**src/rtl/tick_period_monitor.sv**
```systemverilog
// Checks a periodic 1-cycle tick against a tolerance window.
// Locks after a run of good intervals and raises a sticky fault after repeated bad events.
module tick_period_monitor #(
  parameter int PERIOD     = 10001,
  parameter int TOL        = 2,
  parameter int LOCK_CNT   = 3,
  parameter int MAX_FAULTS = 3,
  parameter int CBITS      = 14
) (
  input  logic             clk,
  input  logic             rst,
  input  logic             tick,
  input  logic             clr_fault,
  output logic             locked,
  output logic             fault,
  output logic             err,
  output logic             flg,
  output logic [CBITS-1:0] interval
);

  localparam int GBITS = $clog2(LOCK_CNT + 1);
  localparam int BBITS = $clog2(MAX_FAULTS + 1);

  localparam logic [CBITS:0]   WIN_LO = (CBITS+1)'(PERIOD - TOL);
  localparam logic [CBITS:0]   WIN_HI = (CBITS+1)'(PERIOD + TOL);
  localparam logic [GBITS-1:0] G_TOP  = GBITS'(LOCK_CNT - 1);
  localparam logic [GBITS-1:0] G_SAT  = GBITS'(LOCK_CNT);
  localparam logic [BBITS-1:0] B_TOP  = BBITS'(MAX_FAULTS - 1);
  localparam logic [BBITS-1:0] B_SAT  = BBITS'(MAX_FAULTS);

  // The interval cnt+1 must be representable, so the largest value is PERIOD+TOL+1.
  if ((2 ** CBITS) - 1 < PERIOD + TOL + 1) begin : g_cbits_check
    $error("tick_period_monitor: CBITS too small for PERIOD+TOL+1");
  end
  if (LOCK_CNT < 1 || MAX_FAULTS < 1 || TOL < 0 || PERIOD <= TOL) begin : g_param_check
    $error("tick_period_monitor: illegal threshold parameters");
  end

  typedef enum logic [1:0] {S_IDLE, S_ACQ, S_LOCKED, S_FAULT} state_t;

  state_t           state, state_n;
  logic [CBITS-1:0] cnt, cnt_n;
  logic [GBITS-1:0] good_run, good_n;
  logic [BBITS-1:0] bad_run, bad_n;
  logic [CBITS-1:0] int_n;
  logic             err_n;
  logic [CBITS:0]   meas;
  logic             in_win, timeout, is_evt, is_bad;

  always_comb begin
    meas    = {1'b0, cnt} + (CBITS+1)'(1);
    in_win  = (meas >= WIN_LO) && (meas <= WIN_HI);
    // A tick on the timeout edge wins and is measured as a normal interval.
    timeout = !tick && ({1'b0, cnt} == WIN_HI);
    is_evt  = tick || timeout;
    is_bad  = timeout || (tick && !in_win);
  end

  always_comb begin
    state_n = state;
    cnt_n   = cnt;
    good_n  = good_run;
    bad_n   = bad_run;
    int_n   = interval;
    err_n   = 1'b0;
    case (state)
      S_IDLE: begin
        cnt_n  = '0;
        good_n = '0;
        bad_n  = '0;
        if (tick) state_n = S_ACQ;
      end
      S_ACQ, S_LOCKED: begin
        cnt_n = is_evt ? '0 : cnt + CBITS'(1);
        if (tick) int_n = meas[CBITS-1:0];
        if (is_evt && !is_bad) begin
          bad_n = '0;
          if (state == S_ACQ) begin
            if (good_run >= G_TOP) begin
              good_n  = G_SAT;
              state_n = S_LOCKED;
            end else begin
              good_n = good_run + GBITS'(1);
            end
          end
        end else if (is_bad) begin
          err_n  = 1'b1;
          good_n = '0;
          // bad_run is always 0 while LOCKED, so this also yields bad_run=1 on loss of lock.
          if (bad_run >= B_TOP) begin
            bad_n   = B_SAT;
            state_n = S_FAULT;
            cnt_n   = '0;
          end else begin
            bad_n   = bad_run + BBITS'(1);
            state_n = S_ACQ;
          end
        end
      end
      S_FAULT: begin
        cnt_n = '0;
        if (clr_fault) begin
          state_n = S_IDLE;
          good_n  = '0;
          bad_n   = '0;
        end
      end
      default: state_n = S_IDLE;
    endcase
  end

  always_ff @(posedge clk) begin
    if (rst) begin
      state    <= S_IDLE;
      cnt      <= '0;
      good_run <= '0;
      bad_run  <= '0;
      interval <= '0;
      locked   <= 1'b0;
      fault    <= 1'b0;
      err      <= 1'b0;
      flg      <= 1'b1;
    end else begin
      state    <= state_n;
      cnt      <= cnt_n;
      good_run <= good_n;
      bad_run  <= bad_n;
      interval <= int_n;
      locked   <= (state_n == S_LOCKED);
      fault    <= (state_n == S_FAULT);
      err      <= err_n;
      flg      <= ({1'b0, cnt_n} <= WIN_HI);
    end
  end

endmodule
```
**config.mk**
```make
export PLATFORM = sky130hd
export DESIGN_NAME = tick_period_monitor
export DESIGN_NICKNAME = d
export VERILOG_FILES = /design/src/rtl/tick_period_monitor.sv
export SDC_FILE = /design/constraint.sdc
export NUM_CORES = 1
export LEC_CHECK = 0
export ABC_AREA = 1
export CORE_MARGIN = 5
export CORE_UTILIZATION = 55
export DETAILED_ROUTE_END_ITERATION = 16
export PLACE_DENSITY = 0.83
export SYNTH_ARGS = -nofsm -noshare
export SYNTH_HDL_FRONTEND = slang
export SYNTH_SLANG_ARGS = --single-unit
```
**constraint.sdc**
```tcl
create_clock -name clk -period 5.15 [get_ports clk]
set_input_delay 0.7725 -clock clk [delete_from_list [all_inputs] [get_ports clk]]
set_output_delay 0.7725 -clock clk [all_outputs]
set_load 0.05 [all_outputs]
```
==> results of run 1 <==
==> registers in the layout (all words and copies together) (netlist names) <==
name      cells
bad_run       2
locked        1
interval     14
flg           1
fault         1
err           1
cnt          14
state         2
good_run      2
==> worst reg2reg max path: stages, from the launching register on <==
cell and delay, ns:
dfxtp_1 0.54, ha_1 0.28, inv_1 0.09, nor2_4 0.19, nand4_1 0.14, nand2_2 0.14, nand2_2 0.08, nand2_1 0.07
nand2_1 0.06, nor2_2 0.14, nand2_1 0.07, nand2_2 0.11, nand3_4 0.12, o21ai_2 0.21, nand2_1 0.08, nand2_1 0.06
nor2_1 0.06
==> report_power, final <==
part	internal, mW	leakage [nW]	switching [mW]	total, mW
Combinational	0.175	0.758	0.382	0.557
Sequential	0.365	0.309	0.0478	0.413
Clock	0.207	0.0714	0.106	0.312
==> cells in the mapped netlist (all sizes together), types with 2 or more instances <==
cell type  instances
a21oi              8
clkbuf             4
clkinv             3
dfxtp             38
ha                 5
inv               49
nand2             72
nand3             26
nand4              8
nor2              55
nor4               2
o211ai            12
o21ai             13
xnor2              3
xor2               3
==> final cells by class <==
type                       instances  area, um2
fill                             323       1180
multi-input combinational        210       1110
sequential                        38        761
timing repair buffer              21        210
inverter                          52        196
clock buffer                       6       82.6
clock inverter                     2       60.1
tap                               48       60.1
==> metrics by stage <==
stage	total power, mW	utilization [%]	cell area, um2	std cells	setup WS, ns
2_1_floorplan	0.814	-	2090	305	3.04
3_3_place_gp	0.960	63.9	2340	369	2.62
3_5_place_dp	0.972	63.9	2340	369	2.55
4_1_cts	1.29	67.8	2480	377	2.58
5_1_grt	1.36	67.8	2480	377	2.25
6_report	1.28	67.8	2480	377	2.59
==> worst max-delay path by stage <==
stage          slack, ns  depth (start not counted)                   endpoint              start
3_5_place_dp        2.55                          5   interval[0]$_SDFFE_PP0P_               tick
3_3_place_gp        2.62                          5  interval[11]$_SDFFE_PP0P_               tick
6_report            2.59                         16   good_run[1]$_SDFFE_PP0P_  cnt[0]$_SDFF_PP0_
4_1_cts             2.58                         16   good_run[1]$_SDFFE_PP0P_  cnt[0]$_SDFF_PP0_
5_1_grt             2.25                         16   good_run[1]$_SDFFE_PP0P_  cnt[0]$_SDFF_PP0_
2_1_floorplan       3.04                         16   good_run[0]$_SDFFE_PP0P_  cnt[0]$_SDFF_PP0_
==> cell families after synthesis <==
group,count (synthesis)
XOR/XNOR,6
AND/OR/NAND/NOR,163
AO/OA/AOI/OAI,36
flip-flops,38
adder cells (fa/ha/maj),5
buffers and inverters,57
==> metal layers <==
| layer | share of wire, % | GRT usage [%] | up-vias |
|---|---|---|---|
| met5 | 0 | 0 | - |
| met4 | 2.2 | 8.77 | 0 |
| met3 | 4.9 | 4.21 | 8 |
| met2 | 45 | 30.2 | 47 |
| met1 | 47 | 26.2 | 886 |
| li1 | - | - | 1014 |
==> metrics.txt, run 1 <==
IO Port Bufs=21; largest family of logic cells by synthesized area=simple AND/OR/NAND/NOR gates; clk_lat worst skew=0.29 ns; CTS Buf Count=5; clock tree buffer depth=2; Tot GR Track Use=19.6%; I/O Pins=22; total grt overflow=0; fin crit period=2.56 ns; crit-path cells=ha_1, inv_1, nor2_4, nand4_1, nand2_2, nand2_2, nand2_1, nand2_1, nor2_2, nand2_1, nand2_2, nand3_4, o21ai_2, nand2_1, nand2_1, nor2_1; Post-synth ARST share=0%; CTS tree=done; #FFs+latches synth=38; WP data required=5.34 ns; sequential area share after synthesis=36.3%; Die Area=0.00514 mm2; Worst-path clk slew=0.07 ns; Post-Route WL=4.59 mm; endpoints failing setup=0; worst vdd ir=0.392 mV; initial core utilization=57.2%; DR pass1 iterations=4; Post-Synthesis Cells=305; Critical Path AT=2.74 ns; Post-CTS Repair Setup Buffers=0; area of the core=0.00366 mm2; R2R Path Start=cnt[0]$_SDFF_PP0_; xor-xnor portion of the synthesized cell area=2.51%; P_leak=1.14 nW; Crit. End Element=flop; hold crit path type=flop to flop; syn_area_per_cell=6.86 um2; Vias/cell=5.19; Synth Area in Compound Gates=10.6%; hpwl dp=3.36 mm; gpl congestion=0.914; largest net degree at the start of global routing=29; routed wire length per instance=12.2 um; FF-to-FF setup slack=2.59 ns; Crit Path Category=flop to flop; clock skew=0.00326 ns; Hold Vio Cnt, Final=0; Yosys cell types=28; max_slew headroom=57.0%; H-tree levels=2; Final ANT Viol Nets=0; RSZ-0062 raised after global routing=no; initial antenna violation count=0; Clock Tree Root=clkbuf_8; YS warnings=0; Iter 0 DRT Violations=94; PD cells=517 mW/mm2; Max Slew Vio Count=0; worst r2r path cells=16; drc violations=0; Worst Hold Endpoint=interval[12]$_SDFFE_PP0P_; share of the synthesized area in the top cell type=36.3%; Syn Nets=314; Synth Flop Type=dfxtp_1; post-cts hold buffer count=0; Synth area leaders=dfxtp_1 (36%), nand2_1 (11%), inv_1 (8.2%); CP dominant cell by count=nand2_1; clk sinks=38; leading cell type in the layout, fill and taps excluded=nand2_1; area grow syn2layout=18.6%; commonest cells after routing, fill and taps aside=nand2_1 (59), inv_1 (46), nor2_1 (46), dfxtp_1 (38), nand3_1 (23); worst slew pin tran=0.642 ns; worst hold margin=0.511 ns; FF-to-FF End=good_run[1]$_SDFFE_PP0P_; post-synthesis mux area share=0%; final worst path period share=49.6%; Final Net Count=337; layout cells sized above 1=11.9%; worst hold stages=2; Setup TNS Final=0 ns; CP Launch Type=flop; CP peak stage delay=0.54 ns; # rows=22; outcome=finished clean; synthesized area=0.00209 mm2; worst-path cell with the longest stage delay=dfxtp_1; maximum achievable frequency=0.391 GHz; CP delay by family, top=simple AND/OR/NAND/NOR gates; Max Cap Viol=0; Post-CTS Resized=0; adder-cell share of the synthesized area=2.99%; CP max FO=8; Die H=71.7 um; area share of and/or/nand/nor cells after synthesis=37.1%; post-synth top area cell=dfxtp_1; vias in the first global route=1894; vias=1955; ant diodes=0; number of enable flip-flop cells after synthesis=0; Buf/Inv on CP=1; HP Start=interval[12]$_SDFFE_PP0P_; Die Span X=71.7 um; first-pass GRT wire length=8.16 mm
No activity file was read; power rests on OpenSTA's default activity.
==> run 2: changes to the inputs <==
CORE_UTILIZATION = 51   (was 55)
PLACE_DENSITY = 0.81   (was 0.83)
clock period = 2.15 ns   (was 5.15 ns; I/O delays follow)
==> run 2 against run 1 <==
Effect of this change:
- the run now ends with design-rule violations, negative setup slack left
- via count rose by 14%
- sequential power rose by 140%
- die area rose by 6.7%
- clock skew rose by 0.0041 ns
- critical path depth fell by 1
- wire length rose by 40%
- clock-buffer cell count did not move
- worst hold slack got worse by 0.0027 ns
- highest routed layer unchanged
==> metrics.txt, run 2 (synthesized netlist as in run 1, its figures left out) <==
first-pass GRT wire length=8.40 mm (+3.0%); area grow syn2layout=34.7%; I/O Pins=22 (unchanged); largest net degree at the start of global routing=29 (unchanged); clock skew=0.00735 ns (+0.00409 ns); final worst path period share=108% (+59 points); area of the core=0.00400 mm2 (+9.3%); outcome=finished with violations; Final Net Count=363 (+7.7%); Routed met1 length=2.57 mm (+18%); worst hold margin=0.508 ns (-0.00269 ns); ant diodes=0 (unchanged); Max Cap Viol=0 (unchanged); Fillers=276 (-15%); WP data required=2.39 ns (-2.95 ns); fin crit period=2.33 ns (-0.227 ns); Die H=74.1 um (+3.3%); Hold Vio Cnt, Final=0 (unchanged); Crit. End Element=flop; clk sinks=38 (unchanged); initial core utilization=52.3% (-4.8 points); vias in the first global route=1902 (+0.42%); H-tree levels=2 (unchanged); CTS tree=done; failing checks=design-rule violations, negative setup slack; CP max FO=5 (-3); Setup TNS Final=-1.05 ns (-1.05 ns); Die Span X=74.1 um (+3.3%); Iter 0 DRT Violations=190 (+100%); maximum achievable frequency=0.429 GHz (+9.8%); commonest cells after routing, fill and taps aside=nand2_1 (53), inv_1 (44), nor2_1 (40), dfxtp_1 (30), buf_4 (23); Final ANT Viol Nets=0 (unchanged); gpl congestion=0.999 (+9.3%); P_leak=1.25 nW (+10%); vias=2227 (+14%); max_slew headroom=65.3% (+8.4 points); clk_lat worst skew=0.30 ns (about the same); routed wire length per instance=15.9 um (+31%); worst vdd ir=0.956 mV (+140%); CP Launch Type=flop; Vias/cell=5.50 (+6.0%); Critical Path AT=2.57 ns (-0.17 ns); # rows=23 (+4.5%); PD cells=1110 mW/mm2 (+110%); Die Area=0.00549 mm2 (+6.7%); worst r2r path cells=15 (-1); worst slew pin tran=0.519 ns (-0.123 ns); CTS Buf Count=5 (unchanged); Clock Tree Root=clkbuf_8; hpwl dp=3.65 mm (+8.6%); worst hold stages=2 (unchanged); endpoints failing setup=8 (+8); biggest regs=cnt (14), interval (14); layout cells sized above 1=27.0% (+15 points); final worst slack=-0.179 ns (-2.77 ns); RSZ-0062 raised after global routing=yes; Crit Path Category=flop to flop; Power, Total=3.12 mW (+140%); hold crit path type=flop to flop; Met3 Routed Length=406 um (+81%); IO Port Bufs=21 (unchanged); Max Slew Vio Count=0 (unchanged); total grt overflow=0 (unchanged); metal2 WL=3.19 mm (+53%); Post-Route WL=6.44 mm (+40%); top layer in use=met4; Tot GR Track Use=20.0% (+0.37 points); Worst-path clk slew=0.08 ns (about the same); clock tree buffer depth=2 (unchanged); leading cell type in the layout, fill and taps excluded=nand2_1; drc violations=1 (+1); DR pass1 iterations=11 (+7); initial antenna violation count=0 (unchanged)
[run 2: final timing paths]
| path | startpoint | end | slack [ns] |
|---|---|---|---|
| max | cnt[1]$_SDFF_PP0_ | locked$_SDFF_PP0_ | -0.18 |
| min | interval[6]$_SDFFE_PP0P_ | interval[6]$_SDFFE_PP0P_ | 0.51 |
| max reg2reg | cnt[1]$_SDFF_PP0_ | locked$_SDFF_PP0_ | -0.18 |
| min reg2reg | interval[6]$_SDFFE_PP0P_ | interval[6]$_SDFFE_PP0P_ | 0.51 |
[run 2: critical path, cell delays in order, from the launching register on]
cell,delay (ns)
dfxtp_4,0.38
ha_4,0.16
nand3_2,0.12
nor2_2,0.17
buf_4,0.14
xor2_1,0.32
nor2_4,0.08
nand3_1,0.10
nand3_1,0.13
nand3_2,0.15
nand3_4,0.11
nand2_2,0.08
nand3_2,0.07
nand2_2,0.09
nand2_4,0.07
nor2_2,0.09
[run 2: repair_timing]
action / CTS / global route
resized for setup: 3 / 44
hold buffers: 0 / 0
endpoints found under the setup margin: 5 / 9
cloned: 0 / 0
pin swaps: 1 / 26
setup buffers: 0 / 15
[run 2: through the flow]
step	util, %	worst slack (ns)	instances	area (um2)
floorplan	-	0.0400	305	2090
global placement	60.7	0.0273	382	2430
detailed placement	60.7	-0.00838	382	2430
CTS	63.7	0.00374	390	2550
global route	70.5	-0.301	405	2820
finish	70.5	-0.179	405	2820
[run 2: where the power goes]
| group | internal (mW) | switching [mW] | total, mW |
|---|---|---|---|
| clock | 0.346 | 0.267 | 0.613 |
| sequential | 0.875 | 0.104 | 0.979 |
| combinational | 0.498 | 1.03 | 1.53 |
[run 2: final cells by class]
type	instances	area (um2)	area share [%]
Clock inverter	2	37.5	1.33
Tap cell	50	62.6	2.22
Clock buffer	6	72.6	2.57
Inverter	52	196	6.97
Timing Repair Buffer	47	417	14.8
Sequential cell	38	781	27.7
Multi-Input combinational cell	210	1250	44.5
[run 2: per-layer routing]
layer | global-route usage [%] | vias to the layer above
met5 | 0 | -
met4 | 8.25 | 0
met3 | 4.86 | 25
met2 | 33.6 | 115
met1 | 24.4 | 1020
li1 | - | 1067
